[src/rtl/fetch_pc_controller.sv]
// Fetch PC controller: owns the IF-stage PC and picks the next fetch address
// from EX redirect, ID jump, BTB prediction or sequential PC+4, in that order.
// A jump resolved while IF cannot advance is parked in pending_pc (HOLD state)
// and loaded as soon as fetch can move again, unless an EX redirect wins first.
module fetch_pc_controller #(
  parameter logic [31:0] RESET_PC = 32'h0000_0000,
  parameter int          CNT_W    = 16
) (
  input  logic             clk,
  input  logic             rst_n,
  input  logic             stall,
  input  logic             imem_ready,
  input  logic             ex_redirect,
  input  logic [31:0]      ex_redirect_pc,
  input  logic             id_jump_en,
  input  logic [31:0]      id_jump_pc,
  input  logic             btb_valid,
  input  logic             btb_taken,
  input  logic [31:0]      btb_target,
  output logic [31:0]      pc,
  output logic             imem_req,
  output logic [31:0]      imem_addr,
  output logic [1:0]       pc_sel,
  output logic             pc_we,
  output logic             flush_if,
  output logic             flush_id,
  output logic [CNT_W-1:0] redirect_cnt
);

  localparam logic [1:0] ST_BOOT = 2'b00;
  localparam logic [1:0] ST_RUN  = 2'b01;
  localparam logic [1:0] ST_HOLD = 2'b10;

  localparam logic [1:0] SEL_SEQ  = 2'b00;
  localparam logic [1:0] SEL_BTB  = 2'b01;
  localparam logic [1:0] SEL_JUMP = 2'b10;
  localparam logic [1:0] SEL_EX   = 2'b11;

  logic [1:0]  state;
  logic [1:0]  state_next;
  logic [31:0] pending_pc;
  logic [31:0] pending_next;
  logic [31:0] pc_next;
  logic        cnt_inc;
  logic        advance;

  // Fetch can only move forward when memory accepts and the hazard unit allows it.
  assign advance   = imem_ready & ~stall;
  assign imem_addr = pc;

  // Next-PC selection, flushes and state transitions.
  always_comb begin
    state_next   = state;
    pc_next      = pc;
    pending_next = pending_pc;
    pc_sel       = SEL_SEQ;
    pc_we        = 1'b0;
    flush_if     = 1'b0;
    flush_id     = 1'b0;
    cnt_inc      = 1'b0;
    imem_req     = 1'b0;
    case (state)
      ST_BOOT: begin
        // First cycle out of reset: no fetch, redirects and jumps ignored.
        state_next = ST_RUN;
      end
      ST_RUN: begin
        imem_req = 1'b1;
        if (ex_redirect) begin
          // Mispredict wins over everything, even a stall.
          pc_next  = ex_redirect_pc;
          pc_sel   = SEL_EX;
          pc_we    = 1'b1;
          flush_if = 1'b1;
          flush_id = 1'b1;
          cnt_inc  = 1'b1;
        end else if (id_jump_en && advance) begin
          pc_next  = id_jump_pc;
          pc_sel   = SEL_JUMP;
          pc_we    = 1'b1;
          flush_if = 1'b1;
        end else if (id_jump_en) begin
          // Cannot take the jump now; remember it and stop fetching.
          pending_next = id_jump_pc;
          state_next   = ST_HOLD;
          flush_if     = 1'b1;
        end else if (advance && btb_valid && btb_taken) begin
          pc_next = btb_target;
          pc_sel  = SEL_BTB;
          pc_we   = 1'b1;
        end else if (advance) begin
          pc_next = pc + 32'd4;
          pc_sel  = SEL_SEQ;
          pc_we   = 1'b1;
        end
      end
      ST_HOLD: begin
        if (ex_redirect) begin
          // Older mispredict supersedes the parked jump target.
          pc_next    = ex_redirect_pc;
          pc_sel     = SEL_EX;
          pc_we      = 1'b1;
          flush_if   = 1'b1;
          flush_id   = 1'b1;
          cnt_inc    = 1'b1;
          state_next = ST_RUN;
        end else if (advance) begin
          pc_next    = pending_pc;
          pc_sel     = SEL_JUMP;
          pc_we      = 1'b1;
          state_next = ST_RUN;
        end
      end
      default: begin
        state_next = ST_BOOT;
      end
    endcase
  end

  // Architectural PC, FSM state and parked jump target.
  always_ff @(posedge clk or negedge rst_n) begin
    if (!rst_n) begin
      state      <= ST_BOOT;
      pc         <= RESET_PC;
      pending_pc <= 32'h0000_0000;
    end else begin
      state      <= state_next;
      pc         <= pc_next;
      pending_pc <= pending_next;
    end
  end

  // Saturating count of accepted EX redirects.
  always_ff @(posedge clk or negedge rst_n) begin
    if (!rst_n) begin
      redirect_cnt <= '0;
    end else if (cnt_inc && (redirect_cnt != {CNT_W{1'b1}})) begin
      redirect_cnt <= redirect_cnt + 1'b1;
    end
  end

endmodule

[config.mk]
export PLATFORM = sky130hd
export DESIGN_NAME = fetch_pc_controller
export DESIGN_NICKNAME = d
export VERILOG_FILES = /design/src/rtl/fetch_pc_controller.sv
export SDC_FILE = /design/constraint.sdc
export NUM_CORES = 1
export LEC_CHECK = 0
export CORE_MARGIN = 2
export CORE_UTILIZATION = 40
export CTS_CLUSTER_SIZE = 28
export DETAILED_ROUTE_END_ITERATION = 7
export GPL_TIMING_DRIVEN = 0
export PLACE_DENSITY = 0.84
export SLEW_MARGIN = 5
export SYNTH_ARGS = -nofsm -noshare
export SYNTH_HDL_FRONTEND = slang
export SYNTH_SLANG_ARGS = --single-unit
[constraint.sdc]
create_clock -name clk -period 4.2 [get_ports clk]
set_input_delay 0.63 -clock clk [delete_from_list [all_inputs] [get_ports clk]]
set_output_delay 0.63 -clock clk [all_outputs]
set_load 0.005 [all_outputs]
======== Word level (Yosys, flattened, before mapping) ========
Index checks and enable logic that the tools add are counted.
W data, S select, Z words.
word-level totals
  memories ................................ 0
  input port bits ......................... 104
  register bits after elaboration ......... 82
  latch bits .............................. 0
  output and inout bits ................... 86
  bits in read-only memories .............. 0
  logic and storage cells ................. 64
  RAM bits ................................ 0
cells by class
  div/mod/pow operators ................... 0
  shift operators ......................... 0
  multiplexer cells ....................... 35
  bitwise gates (word level) .............. 4
  $add $sub $neg .......................... 2
  order comparisons ....................... 0
  reduce and logical (&&, ||, !) cells .... 10
  multipliers ............................. 0
  equal/unequal tests ..................... 9
operators with widths
  cell                     count
  $mux W32                 7
  $pmux W32 S2             1
  $add A32 B3 Y32 const B  1
  $mux W2                  9
  $add A16 B1 Y16 const B  1
  $ne A16 B16 Y1 const B   1
  $mux W1                  14
  $reduce_and A4 Y1        3
  $ne A2 B2 Y1 const B     3
  $pmux W2 S3              1
  $ne A5 B5 Y1 const B     1
  $logic_and A1 B1 Y1      4
  $ne A4 B4 Y1 const B     1
  $pmux W1 S2              2
  $pmux W2 S2              1
  $ne A3 B3 Y1 const B     1
  $not A1 Y1               3
  $eq A2 B1 Y1 const B     1
  $eq A2 B2 Y1 const B     1
  $logic_not A2 Y1         1
  $reduce_bool A2 Y1       1
  $reduce_or A2 Y1         1
  $and A1 B1 Y1            1

======== Logic depth before layout (Yosys ltp) ========
  word-level depth ........................ 9
  depth in mapped cells ................... 10

======== Least setup slack after synthesis ========
No wires, ideal clock.
  path type ............................... input port to output port
  start ................................... input ex_redirect
  end ..................................... output flush_if
  data arrival time ....................... 1,675 ps
  stages on the path ...................... 5
  path slack .............................. 1,895 ps
  buffers on the path ..................... 3
  cell sequence ........................... buf_4 -> clkbuf_1 -> clkbuf_1 -> o21ai_0 -> a21boi_0
between the ends
  cells in the longest elaborated chain, start to end .. 2
  elaborated cells between the ends (all ways) .. 3
RTL lines
  item                               line    RTL
  from (decl)                        13      input logic ex_redirect,
  $mux W1, on equally long branches  98, 69
  $pmux W1 S2 (*)                    62      case (state)
  to (decl)                          25      output logic flush_if,
Mark *: on every way between the ends. The rest lies on a longest branch, timed or not.

======== Final worst setup path ========
  start ................................... input imem_ready
  end ..................................... output pc_sel[0]
between the ends
  cells in the longest elaborated chain, start to end .. 8
  elaborated cells between the ends (all ways) .. 9
RTL lines
  item                               line  RTL
  from (decl)                        12    input logic imem_ready,
  $and A1 B1 Y1 (*)                  48    assign advance = imem_ready & ~stall;
  $logic_and A1 B1 Y1 (2 in series)  87    end else if (advance && btb_valid && btb_taken) begin
  $mux W1                            87
  $mux W1                            82    end else if (id_jump_en) begin
  $mux W2 (*)                        77    end else if (id_jump_en && advance) begin
  $mux W2 (*)                        69    if (ex_redirect) begin
  $pmux W2 S2 (*)                    62
  to (decl)                          23    output logic [1:0] pc_sel,
Marks and branches as above.

==> results.yml <==
outcome:
  run_status: "complete, no violations"
drt:
  wl_um: 19400
  detail_route.wl_per_cell_um: 20.2
  post-route-drc-count: 0
  vias: 5724
  routed_via_density: 5.95
  postRouteAntennaNets: 0
  firstDrtPassIters: 7
  drtIter0Drc: 661
cts:
  clock-sinks: 82
  tritoncts_clock_tree: "done"
  cts_repair_resize_count: 0
  number_of_setup_buffers_added_after_cts: 0
  cts_buffers: 9
  cts-root-to-sink-buffers: 2
  cts_hold_buffers: 0
  htree_levels: 3
  cts_root_buf: "clkbuf_16"
  source_to_sink_clock_delay_at_the_later_pin_of_the_worst_skew_pair_ns: 0.35
  cts.reportedPaths.clkPinSlew_ns: 0.07
layout:
  areaGrowthSynthToFinish_pct: 44.3
  most_used_cells_in_the_layout_excluding_fill_and_tap_cells: "clkdlybuf4s50_1 (185), dfrtp_1 (82), nand2_1 (59)"
  final_util_pct: 59.1
  antennaDiodeCount: 0
  final_nets: 892
  drive_gt1_share_pct: 15.0
  layout.cells.most_common: "clkdlybuf4s50_1"
pwr:
  power.static_leakage_nw: 3.11
  power_total_mw: 4.64
  worst_ir_drop_vdd_uv: 310
  p_per_area_nw_per_um2: 594
synth:
  syn_avg_cell_area_um2: 9.28
  synthArstFlopShare_pct: 100
  syn-num-nets: 694
  syn_inst: 584
  synth-main-ff-cell: "dfrtp_1"
  yosysWarningCount: 0
  mappedNetlistArea_um2: 5420
  synth-edff-count: 0
  synth_cell_types: 74
  share_of_the_yosys_chip_area_belonging_to_registers_pct: 37.9
  ys_seq_elements: 82
timing:
  worst_slew_pin_slew_ns: 0.894
  final.period_utilization_pct: 88.9
  slew_viol_final: 0
  highest_clock_rate_mhz: 268
  fin_worst_skew_ns: 0.00862
  rsz0062_at_grt: "no"
  timing.final.hold_violations: 0
  finalSetupViolations: 0
  period_minus_slack_ns: 3.73
  slew_headroom_pct: 39.9
critical_path:
  crit_start: "imem_ready"
  worst_setup_path_start_kind: "primary input"
  timing.critical_path.arrival_ns: 3.10
  worst_r2r_startpoint: "state[1]"
  required_time_at_the_worst_slack_endpoint_ns: 3.57
  critPathCaptureType: "primary output"
  setup.worst_path.class: "in -> out"
  timing.critical_path.fanout_max: 9
global_route:
  antenna_found_initial: 0
  grt-ovfl-total: 0
  grt_start_max_net_pins: 65
  grt_use_total_pct: 26.3
  grt_first_pass_wirelength_um: 29300
  number_of_global_route_vias_before_repair: 5527
worst_hold_path:
  hold_class: "in -> async"
floorplan:
  coreArea_um2: 13200
  die-area_um2: 14500
  die_y_um: 120
  floorplan.initialDensity_pct: 40.9
  boundaryPins: 190
  placementRows: 42
  die_w_um: 120
placed_design:
  portBuffers: 186
  routabilityCongestion: 0.902
  hpwlAfterDp_um: 14300
job:
  maxCapViolCount: 0
cell families (layout without fill, tap and decap cells):
logic type                 after synthesis  count (layout)  share of synthesized area, %
AOI/OAI and AO/OA                      155             155                          21.7
and+or+nand+nor                        204             204                          19.7
xor gates and xnor gates                25              25                          4.04
muxes                                   35              35                          7.23
adders and majority gates                6               6                          1.39
DFF                                     82              82                          37.9
buffers and inverters                   77             279                          8.10
path summary, 6_finish.rpt:
check / end / slack, ns / cells after the start
worst max-delay path: pc_sel[0] / 0.47 / 6
worst max register to register: imem_addr[23] / 1.37 / 8
max in group asynchronous: pending_pc[17] / 3.43 / 2
worst min-delay path: pending_pc[21] / 0.16 / 1
min in group clk: redirect_cnt[15] / 0.50 / 1
worst min register to register: redirect_cnt[15] / 0.50 / 1
Yosys cell counts (3+ instances only):
cell type | instances | area share (%)
dfrtp_1 | 82 | 38
nand2_1 | 59 | 4.1
nor2_1 | 45 | 3.1
buf_4 | 36 | 5.0
mux2_2 | 33 | 6.9
nand3_1 | 20 | 1.8
o21ai_0 | 20 | 1.8
nor3_1 | 16 | 1.5
a21oi_1 | 15 | 1.4
clkbuf_1 | 15 | 1.0
xnor2_1 | 13 | 2.1
inv_1 | 12 | 0.83
nand4_1 | 12 | 1.4
xor2_1 | 12 | 1.9
a221oi_1 | 11 | 1.8
buf_2 | 10 | 0.92
a211oi_1 | 9 | 1.2
a31oi_1 | 9 | 1.0
o211ai_1 | 8 | 1.1
a22oi_1 | 7 | 0.97
and3_1 | 7 | 0.81
a221o_1 | 6 | 1.1
a22o_1 | 6 | 0.97
a41oi_1 | 6 | 0.97
and2_1 | 6 | 0.69
ha_1 | 6 | 1.4
o21a_1 | 6 | 0.83
o221ai_1 | 6 | 0.97
o22a_1 | 6 | 0.97
a211o_1 | 5 | 0.81
nand2b_1 | 5 | 0.58
a222oi_1 | 4 | 0.74
a32oi_1 | 4 | 0.65
nand4b_1 | 4 | 0.65
a21boi_0 | 3 | 0.42
and4_1 | 3 | 0.48
o21bai_1 | 3 | 0.42
o221a_2 | 3 | 0.62
o31ai_1 | 3 | 0.42
metal layers:
metal  GRT usage, %  up-vias  routed length (um)
li1               -     2563                   -
met2           42.0      366                9050
met5              0        -                   0
met4           11.7        0                 688
met3           6.18       60                1990
met1           33.9     2735                7690
layout make-up:
class / count / area, um2
fillers: 1178 / 5420
multi-input cells: 425 / 2930
flip-flops and latches: 82 / 2050
repair buffers: 187 / 1890
plain buffers: 64 / 390
clock buffers: 10 / 239
well taps: 176 / 220
clock inverters: 5 / 55.1
inverters: 13 / 48.8
through the flow:
| stage | setup TNS [ns] | hold slack [ns] | instance area (um2) | worst slack [ns] | cells |
|---|---|---|---|---|---|
| floorplan | 0 | 0.334 | 5420 | 1.90 | 584 |
| CTS | 0 | 0.166 | 7820 | 0.561 | 962 |
| global placement | -46.51 | 0.482 | 7500 | -0.574 | 946 |
| detailed placement | 0 | 0.485 | 7530 | 0.584 | 947 |
| global route | 0 | 0.180 | 7820 | 0.407 | 962 |
| finish | 0 | 0.164 | 7820 | 0.466 | 962 |
power by group:
part | switching [mW] | internal [mW] | total, mW
clock | 0.327 | 0.471 | 0.798
combinational | 0.919 | 1.39 | 2.31
sequential | 0.405 | 1.13 | 1.54
worst max-delay path, cell delays in order:
cell and delay [ns]:
clkdlybuf4s50_1 0.59, nand4b_1 0.53, nor2_1 0.43, nand2_1 0.08, a21boi_0 0.28, clkdlybuf4s50_1 0.57
flip-flops by register name, summed over array words and instances (netlist names):
register      count
imem_addr        32
redirect_cnt     16
state             2
pending_pc       32
Note: power is estimated with default switching activity, not from simulation.
